===== config.mk =====
export PLATFORM = sky130hd
export DESIGN_NAME = mlab_scfifo_par
export DESIGN_NICKNAME = d
export VERILOG_FILES = /design/src/rtl/mlab_scfifo_par.sv
export SDC_FILE = /design/constraint.sdc
export NUM_CORES = 1
export LEC_CHECK = 0
export ABC_AREA = 0
export ABC_CLOCK_PERIOD_IN_PS = 3550
export CAP_MARGIN = 15
export CELL_PAD_IN_SITES_DETAIL_PLACEMENT = 1
export CELL_PAD_IN_SITES_GLOBAL_PLACEMENT = 1
export CORE_UTILIZATION = 42
export DETAILED_ROUTE_END_ITERATION = 6
export PLACE_DENSITY_LB_ADDON = 0.1
export SYNTH_ARGS = -nofsm -noshare
export SYNTH_HDL_FRONTEND = slang
export SYNTH_SLANG_ARGS = --single-unit

===== constraint.sdc =====
create_clock -name clk -period 3.55 [get_ports clk]
set_input_delay 1.065 -clock clk [delete_from_list [all_inputs] [get_ports clk]]
set_output_delay 1.065 -clock clk [all_outputs]
set_load 0.01 [all_outputs]

===== src/rtl/mlab_scfifo_par.sv =====
// mlab_scfifo_par: single-clock FIFO on MLAB-style memory with a 2-cycle read latency.
// Optional per-20-bit-slice even parity, enabled by defining MLAB_SCFIFO_PARITY_EN.
module mlab_scfifo_par #(
   parameter int LABS_WIDE  = 1,
   parameter int ADDR_WIDTH = 5,
   parameter int AF_THR     = (1 << ADDR_WIDTH) - 4,
   parameter int AE_THR     = 4
) (
   input  logic                      clk,
   input  logic                      srst_n,
   input  logic                      wrreq,
   input  logic [LABS_WIDE*20-1:0]   wrdata,
   input  logic                      rdreq,
   output logic [LABS_WIDE*20-1:0]   rddata,
   output logic                      rdvalid,
   output logic                      full,
   output logic                      empty,
   output logic                      almost_full,
   output logic                      almost_empty,
   output logic [ADDR_WIDTH:0]       used,
   output logic                      overflow,
   output logic                      underflow,
   input  logic                      err_inject,
   output logic                      parity_err
);
   localparam int W = LABS_WIDE * 20;
   localparam int D = 1 << ADDR_WIDTH;
`ifdef MLAB_SCFIFO_PARITY_EN
   localparam int MW = W + LABS_WIDE;
`else
   localparam int MW = W;
`endif
   localparam logic [ADDR_WIDTH:0] C_DEPTH = (ADDR_WIDTH+1)'(D);
   localparam logic [ADDR_WIDTH:0] C_AF    = (ADDR_WIDTH+1)'(AF_THR);
   localparam logic [ADDR_WIDTH:0] C_AE    = (ADDR_WIDTH+1)'(AE_THR);

   logic [MW-1:0]          r_mem [0:D-1];
   logic [MW-1:0]          r_mem_q;
   logic [MW-1:0]          w_wr_word;
   logic [ADDR_WIDTH-1:0]  r_wr_ptr;
   logic [ADDR_WIDTH-1:0]  r_rd_ptr;
   logic [ADDR_WIDTH-1:0]  r_rd_addr;
   logic [ADDR_WIDTH:0]    r_used;
   logic [ADDR_WIDTH:0]    w_used_next;
   logic                   r_full;
   logic                   r_empty;
   logic                   r_afull;
   logic                   r_aempty;
   logic                   r_ovf;
   logic                   r_udf;
   logic                   r_rd_v1;
   logic                   r_rd_v2;
   logic                   r_rdvalid;
   logic [W-1:0]           r_rddata;
   logic                   w_wr_acc;
   logic                   w_rd_acc;

   // Acceptance uses the registered (pre-edge) flags only.
   assign w_wr_acc = wrreq & ~r_full;
   assign w_rd_acc = rdreq & ~r_empty;

   always_comb begin
      w_used_next = r_used;
      if (w_wr_acc && !w_rd_acc) begin
         w_used_next = r_used + 1'b1;
      end else if (!w_wr_acc && w_rd_acc) begin
         w_used_next = r_used - 1'b1;
      end
   end

`ifdef MLAB_SCFIFO_PARITY_EN
   logic [LABS_WIDE-1:0] w_wr_par;
   logic [LABS_WIDE-1:0] w_rd_mis;
   logic                 r_parity_err;

   generate
      for (genvar gi = 0; gi < LABS_WIDE; gi++) begin : g_par
         assign w_wr_par[gi] = (^wrdata[gi*20 +: 20]) ^ err_inject;
         assign w_rd_mis[gi] = (^r_mem_q[gi*20 +: 20]) ^ r_mem_q[W+gi];
      end
   endgenerate

   assign w_wr_word  = {w_wr_par, wrdata};
   assign parity_err = r_parity_err;

   always_ff @(posedge clk) begin
      if (!srst_n) begin
         r_parity_err <= 1'b0;
      end else begin
         r_parity_err <= r_rd_v2 & (|w_rd_mis);
      end
   end
`else
   logic w_unused_err_inject;
   assign w_unused_err_inject = err_inject;
   assign w_wr_word  = wrdata;
   assign parity_err = 1'b0;
`endif

   // Storage is never reset; registered address plus registered data maps onto MLAB.
   always_ff @(posedge clk) begin
      if (w_wr_acc && srst_n) begin
         r_mem[r_wr_ptr] <= w_wr_word;
      end
      r_mem_q <= r_mem[r_rd_addr];
   end

   always_ff @(posedge clk) begin
      if (!srst_n) begin
         r_wr_ptr  <= '0;
         r_rd_ptr  <= '0;
         r_rd_addr <= '0;
         r_used    <= '0;
         r_full    <= 1'b0;
         r_empty   <= 1'b1;
         r_afull   <= 1'b0;
         r_aempty  <= 1'b1;
         r_ovf     <= 1'b0;
         r_udf     <= 1'b0;
         r_rd_v1   <= 1'b0;
         r_rd_v2   <= 1'b0;
         r_rdvalid <= 1'b0;
         r_rddata  <= '0;
      end else begin
         if (w_wr_acc) begin
            r_wr_ptr <= r_wr_ptr + 1'b1;
         end
         if (w_rd_acc) begin
            r_rd_ptr <= r_rd_ptr + 1'b1;
         end
         r_rd_addr <= r_rd_ptr;
         r_used    <= w_used_next;
         r_full    <= (w_used_next == C_DEPTH);
         r_empty   <= (w_used_next == '0);
         r_afull   <= (w_used_next >= C_AF);
         r_aempty  <= (w_used_next <= C_AE);
         r_ovf     <= r_ovf | (wrreq & r_full);
         r_udf     <= r_udf | (rdreq & r_empty);
         // Valid tracks the address -> memory register -> output register pipeline.
         r_rd_v1   <= w_rd_acc;
         r_rd_v2   <= r_rd_v1;
         r_rdvalid <= r_rd_v2;
         if (r_rd_v2) begin
            r_rddata <= r_mem_q[W-1:0];
         end
      end
   end

   assign rddata       = r_rddata;
   assign rdvalid      = r_rdvalid;
   assign full         = r_full;
   assign empty        = r_empty;
   assign almost_full  = r_afull;
   assign almost_empty = r_aempty;
   assign used         = r_used;
   assign overflow     = r_ovf;
   assign underflow    = r_udf;

endmodule


-- After elaboration in Yosys (flattened, before gate mapping)
Memories as Yosys holds them, arrays and structs flattened. A register that Yosys moved wholly into a read port is not among the register bits.
Index checks and enable logic that the tools add are counted.
- order comparisons: 2
- bitwise operators: 8
- add/sub/neg operators: 4
- div/mod/pow operators: 0
- shift operators: 0
- muxes and demuxes: 4
- multiply operators: 0
- reductions and logical operators: 6
- eq/ne operators: 1
- operator list (operator ; number):
    2-to-1 mux 6 bit ; 2
    adder 5 x 1 -> 5 bit (second input constant) ; 2
    adder 6 x 1 -> 6 bit (second input constant) ; 1
    == test 6 bit (second input constant) ; 1
    >= comparator 6 x 5 -> 1 bit (second input constant) ; 1
    less-or-equal comparator 6 x 3 -> 1 bit (second input constant) ; 1
    logical NOT 6 bit ; 1
    subtractor 6 x 1 -> 6 bit (second input constant) ; 1
    AND 1 bit ; 4
    logical AND 1 bit ; 3
    logical NOT 1 bit ; 2
    2-to-1 mux 1 bit ; 2
    NOT 1 bit ; 2
    bitwise OR 1 bit ; 2
- output and inout bits: 34
- bits in latches: 0
- input port bits: 25
- memories kept: 1
- RAM bits: 640
- bits in registers: 50
- memory bits (read-only): 0
- word-level logic and storage cells: 40
- memory list (memory ; words ; width ; rd ports ; clocked after memory_dff ; wr ports ; RTL line ; RTL):
    r_mem ; 32 ; 20 ; 1 ; 1 ; 1 ; 37 ; logic [MW-1:0] r_mem [0:D-1];

-- Depth between registers and ports, before layout
- depth after elaboration: 7
- gate-level depth with buffers: 7

-- Least setup slack after synthesis
OpenSTA, ideal clock, no wires.
- kind: input to register
- start: input wrreq
- end: memory r_mem[30][0] (netlist bit), enable pin
- buffers on the path: 1
- stages on the path: 4
- slack: 0.414 ns
- arrival time: 2.739 ns
- setup time: 0.397 ns
- cells stage by stage: nor2b_1 > clkbuf_1 > nand3_1 > nor2_1
- longest elaborated chain between the ends: 4
- ends and longest elaborated chain (item ; RTL line ; RTL):
    start, declared ; 11 ; input logic wrreq,
    AND 1 bit ; 59 ; assign w_wr_acc = wrreq & ~r_full;
    logical AND 1 bit ; 102 ; if (w_wr_acc && srst_n) begin
    2-to-1 mux 1 bit ; 102 ;
    2-to-1 mux 1 bit (not written as such) ; 103 ; r_mem[r_wr_ptr] <= w_wr_word;
    end, declared ; 37 ;
Every way passes these cells.

-- Worst setup path in the final report
- start: input rdreq
- end: register r_empty, in the netlist empty
- longest elaborated chain between the ends: 5
- elaborated cells on any way between the ends: 7
- ends and longest elaborated chain (item ; RTL line ; RTL):
    start, declared ; 13 ; input logic rdreq,
    AND 1 bit (*) ; 60 ; assign w_rd_acc = rdreq & ~r_empty;
    logical AND 1 bit or logical NOT 1 bit (tied branches) ; 66, 64 ;
    2-to-1 mux 6 bit or logical AND 1 bit (tied branches) ; 66, 64 ;
    2-to-1 mux 6 bit (*) ; 64 ; if (w_wr_acc && !w_rd_acc) begin
    logical NOT 6 bit (*) ; 134 ; r_empty <= (w_used_next == '0);
    end signal, assigned ; 134 ;
    end, declared ; 46 ; logic r_empty;
Mark *: on every way between the ends. The rest lies on a longest branch, timed or not.
A chain may end at the register's enable or synchronous reset.

==> results.yml <==
run_status:
  outcome: "finished, final reports clean"
sta:
  clock-skew-final_ns: 0.01814
  tightest_slew_ns: 1.169
  post-route-min-period_ns: 2.873
  hold_violations: 0
  setup_viol: 0
  holdWs_ns: 0.4822
  rsz0062_at_grt: "no"
  finalMaxSlewViolations: 0
  fmax_mhz: 348.1
  tns_ns: 0
  timing.final.crit_share_pct: 80.93
  setup_ws_ns: 0.6770
  relSlewSlack_pct: 21.98
logic_synthesis:
  synth_xor_area_share_pct: 0.3924
  synth_top_area_share_pct: 71.75
  synth_common_cells: "edfxtp_1 (640), mux4_2 (200), dfxtp_1 (70)"
  synthTopCellsByArea: "edfxtp_1 (72%), mux4_2 (17%), dfxtp_1 (5.2%), mux2_2 (0.88%), mux2i_1 (0.75%)"
  synth_flop_cell: "edfxtp_1"
  synth-simple-area-share_pct: 2.359
  synth_compound_area_share_pct: 0.3504
  synthAdderAreaFrac_pct: 0.3270
  synth_top_family_by_area: "multiplexers"
  ys_seq_area_share_pct: 76.98
  synth.distinct_cells: 39
  async_flop_share_pct: 0
  synthCells: 1169
  yosys_register_bits: 710
  synthMuxAreaShare_pct: 18.45
  avgSynthCellArea_um2: 22.91
  synth_edf_count: 640
  synth.most_common_cell: "edfxtp_1"
  ys_warn_count: 0
  syn_nets: 1201
  synth_area_um2: 26780
  yosysTopAreaCell: "edfxtp_1"
worst_hold_path:
  min_path_type: "reg2reg"
  worstHoldStart: "r_rd_ptr[4]$_SDFFE_PN0P_"
  min_path_cells: 1
  hold_path_end: "r_rd_addr[4]$_SDFF_PN0_"
detailed_routing:
  avgViaCountPerCell: 5.419
  drt_wl_total_um: 62020
  first_iter_violations: 902
  drc: 0
  final_antenna_net_count: 0
  drt-pass1-iter-count: 4
  wire_per_inst_um: 27.54
  vias: 12204
worst_setup_path:
  timing.rr.end: "r_mem_q[16]$_DFF_P_"
  cp-start-kind: "input pin"
  rr_worst_depth: 4
  crit_required_ns: 4.07
  ff2ff_setup_slack_ns: 1.15
  timing.critical_path.fanout_max: 9
  crit_type: "in2reg"
  crit_arrival_ns: 3.39
  worstSetupEndpointType: "flop"
  reg2reg_from: "r_rd_addr[0]$_SDFF_PN0_"
power:
  irDropWorstVdd_mv: 0.3754
  combPwrFrac_pct: 6.7
  p_sw_share_pct: 20.90
  clkPwrFrac_pct: 42.6
  p_per_area_nw_per_um2: 576.7
  p_int_mw: 14.48
  cellLeakagePower_nw: 9.799
  p_total_mw: 18.30
  p_seq_share_pct: 50.7
  p_sw_mw: 3.826
clocking:
  cts_tree: "done"
  cts-resized-gates: 0
  clk_path_buf_depth: 3
  holdBufCountCts: 0
  post_cts_buffers: 0
  cts.sinks: 710
  clkLatencyLatePin_ns: 0.61
  cts_inserted_buffers: 76
  root_buffer: "clkbuf_16"
  htree_levels: 3
  clk_pin_slew_ns: 0.06
grt:
  grt_pass1_vias: 13063
  grt_overflow: 0
  antenna_found_initial: 1
  grt_start_max_net_pins: 59
  grt_pass1_wl_um: 90250
  grt_usage_pct: 19.81
placed_design:
  place_ws_ns: 0.09028
  numPortBuffers: 56
  place_hpwl_um: 36920
  place.gp.congestion: 0.7397
  placed_area_um2: 29280
floorplan:
  fp.coreArea_um2: 63080
  io_pins: 59
  rows: 92
  dieArea_um2: 64790
  die_w_um: 254.5
  die_height_um: 254.5
  start_util_pct: 42.46
layout:
  stdcell_area_um2: 31740
  num-nets-final: 1379
  layout-drive-gt1-share_pct: 33.64
  multi_input_area_um2: 5943
  area_growth_pct: 18.48
  final-seq-area_um2: 20630
  nFillCells: 5576
  diodes: 0
flow_run:
  drv_cap: 0
[worst max-delay path by stage]
stage | to | slack [ns] | startpoint
after CTS | empty$_SDFF_PN1_ | 0.72 | rdreq
after floorplan | r_mem[30][0]$_DFFE_PP_ | 0.41 | wrreq
final | empty$_SDFF_PN1_ | 0.68 | rdreq
after global placement | empty$_SDFF_PN1_ | 0.17 | rdreq
after detailed placement | empty$_SDFF_PN1_ | 0.09 | rdreq
after global routing | empty$_SDFF_PN1_ | 0.46 | rdreq
[per-layer routing]
metal / routed length, um / part of all wire [%] / global-route usage [%] / up-vias
li1: - / - / - / 5245
met1: 27500 / 44 / 27.61 / 6624
met2: 30610 / 49 / 32.26 / 257
met3: 2691 / 4.3 / 3.715 / 78
met4: 1224 / 2.0 / 5.098 / 0
met5: 0 / 0 / 0 / -
[stage by stage]
stage	utilization [%]	std cells
after floorplan	-	1169
after global placement	46.41	2115
after detailed placement	46.41	2115
after CTS	50.31	2252
after global routing	50.31	2252
final	50.31	2252
[power by group through the flow]
stage	clock network [mW]	registers [mW]	logic, mW
global placement	0	9.45	1.24
detailed placement	0	9.45	1.26
global route	8.29	9.29	1.33
CTS	7.99	9.28	1.26
floorplan	0	9.44	0.747
finish	7.80	9.28	1.22
[cells in the final DEF, fill, tap and decap left out, types with 3 or more instances in the layout]
master / n
mux2_2: 21
ha_1: 7
nand4_1: 5
buf_4: 81
clkinv_1: 7
mux2i_1: 20
and2_1: 19
inv_1: 5
buf_12: 23
clkinv_2: 11
mux4_2: 200
edfxtp_1: 640
clkdlybuf4s50_1: 55
nand3_1: 7
nor2_2: 32
a21oi_1: 3
clkbuf_1: 21
clkbuf_16: 79
bufinv_16: 4
nor2b_1: 24
xnor2_1: 12
dfxtp_4: 3
clkbuf_8: 14
dfxtp_1: 66
nand3b_1: 3
nand2_1: 8
nor2_1: 6
[final cells by class]
| type | instances | area share (%) |
|---|---|---|
| Clock buffer | 114 | 7.085 |
| Clock inverter | 23 | 0.6624 |
| Inverter | 5 | 0.05914 |
| Multi-Input combinational cell | 394 | 18.73 |
| Sequential cell | 710 | 65.01 |
| Tap cell | 846 | 3.335 |
| Timing Repair Buffer | 160 | 5.118 |
[registers in the layout, indices dropped and copies added (netlist names)]
signal / cells
rddata: 20
r_wr_ptr: 5
overflow: 1
underflow: 1
almost_empty: 1
r_mem_q: 20
r_rd_v1: 1
r_rd_addr: 5
full: 1
used: 6
r_mem: 640
r_rd_v2: 1
rdvalid: 1
empty: 1
almost_full: 1
r_rd_ptr: 5
[worst max-delay path, cell delays in order]
cell             delay, ns
clkdlybuf4s50_1       0.50
nand2b_1              0.20
nor2_1                0.49
a31oi_1               0.20
xnor2_1               0.20
or4_1                 0.58
o21ai_1               0.15
[kinds of logic after synthesis]
logic type,after synthesis
XOR/XNOR,12
AO/OA/AOI/OAI,14
AND/OR/NAND/NOR,119
multiplexers,241
flip-flops,710
buffers and inverters,65
adder cells (fa/ha/maj),7
other,1
No activity file was read; power rests on OpenSTA's default activity.
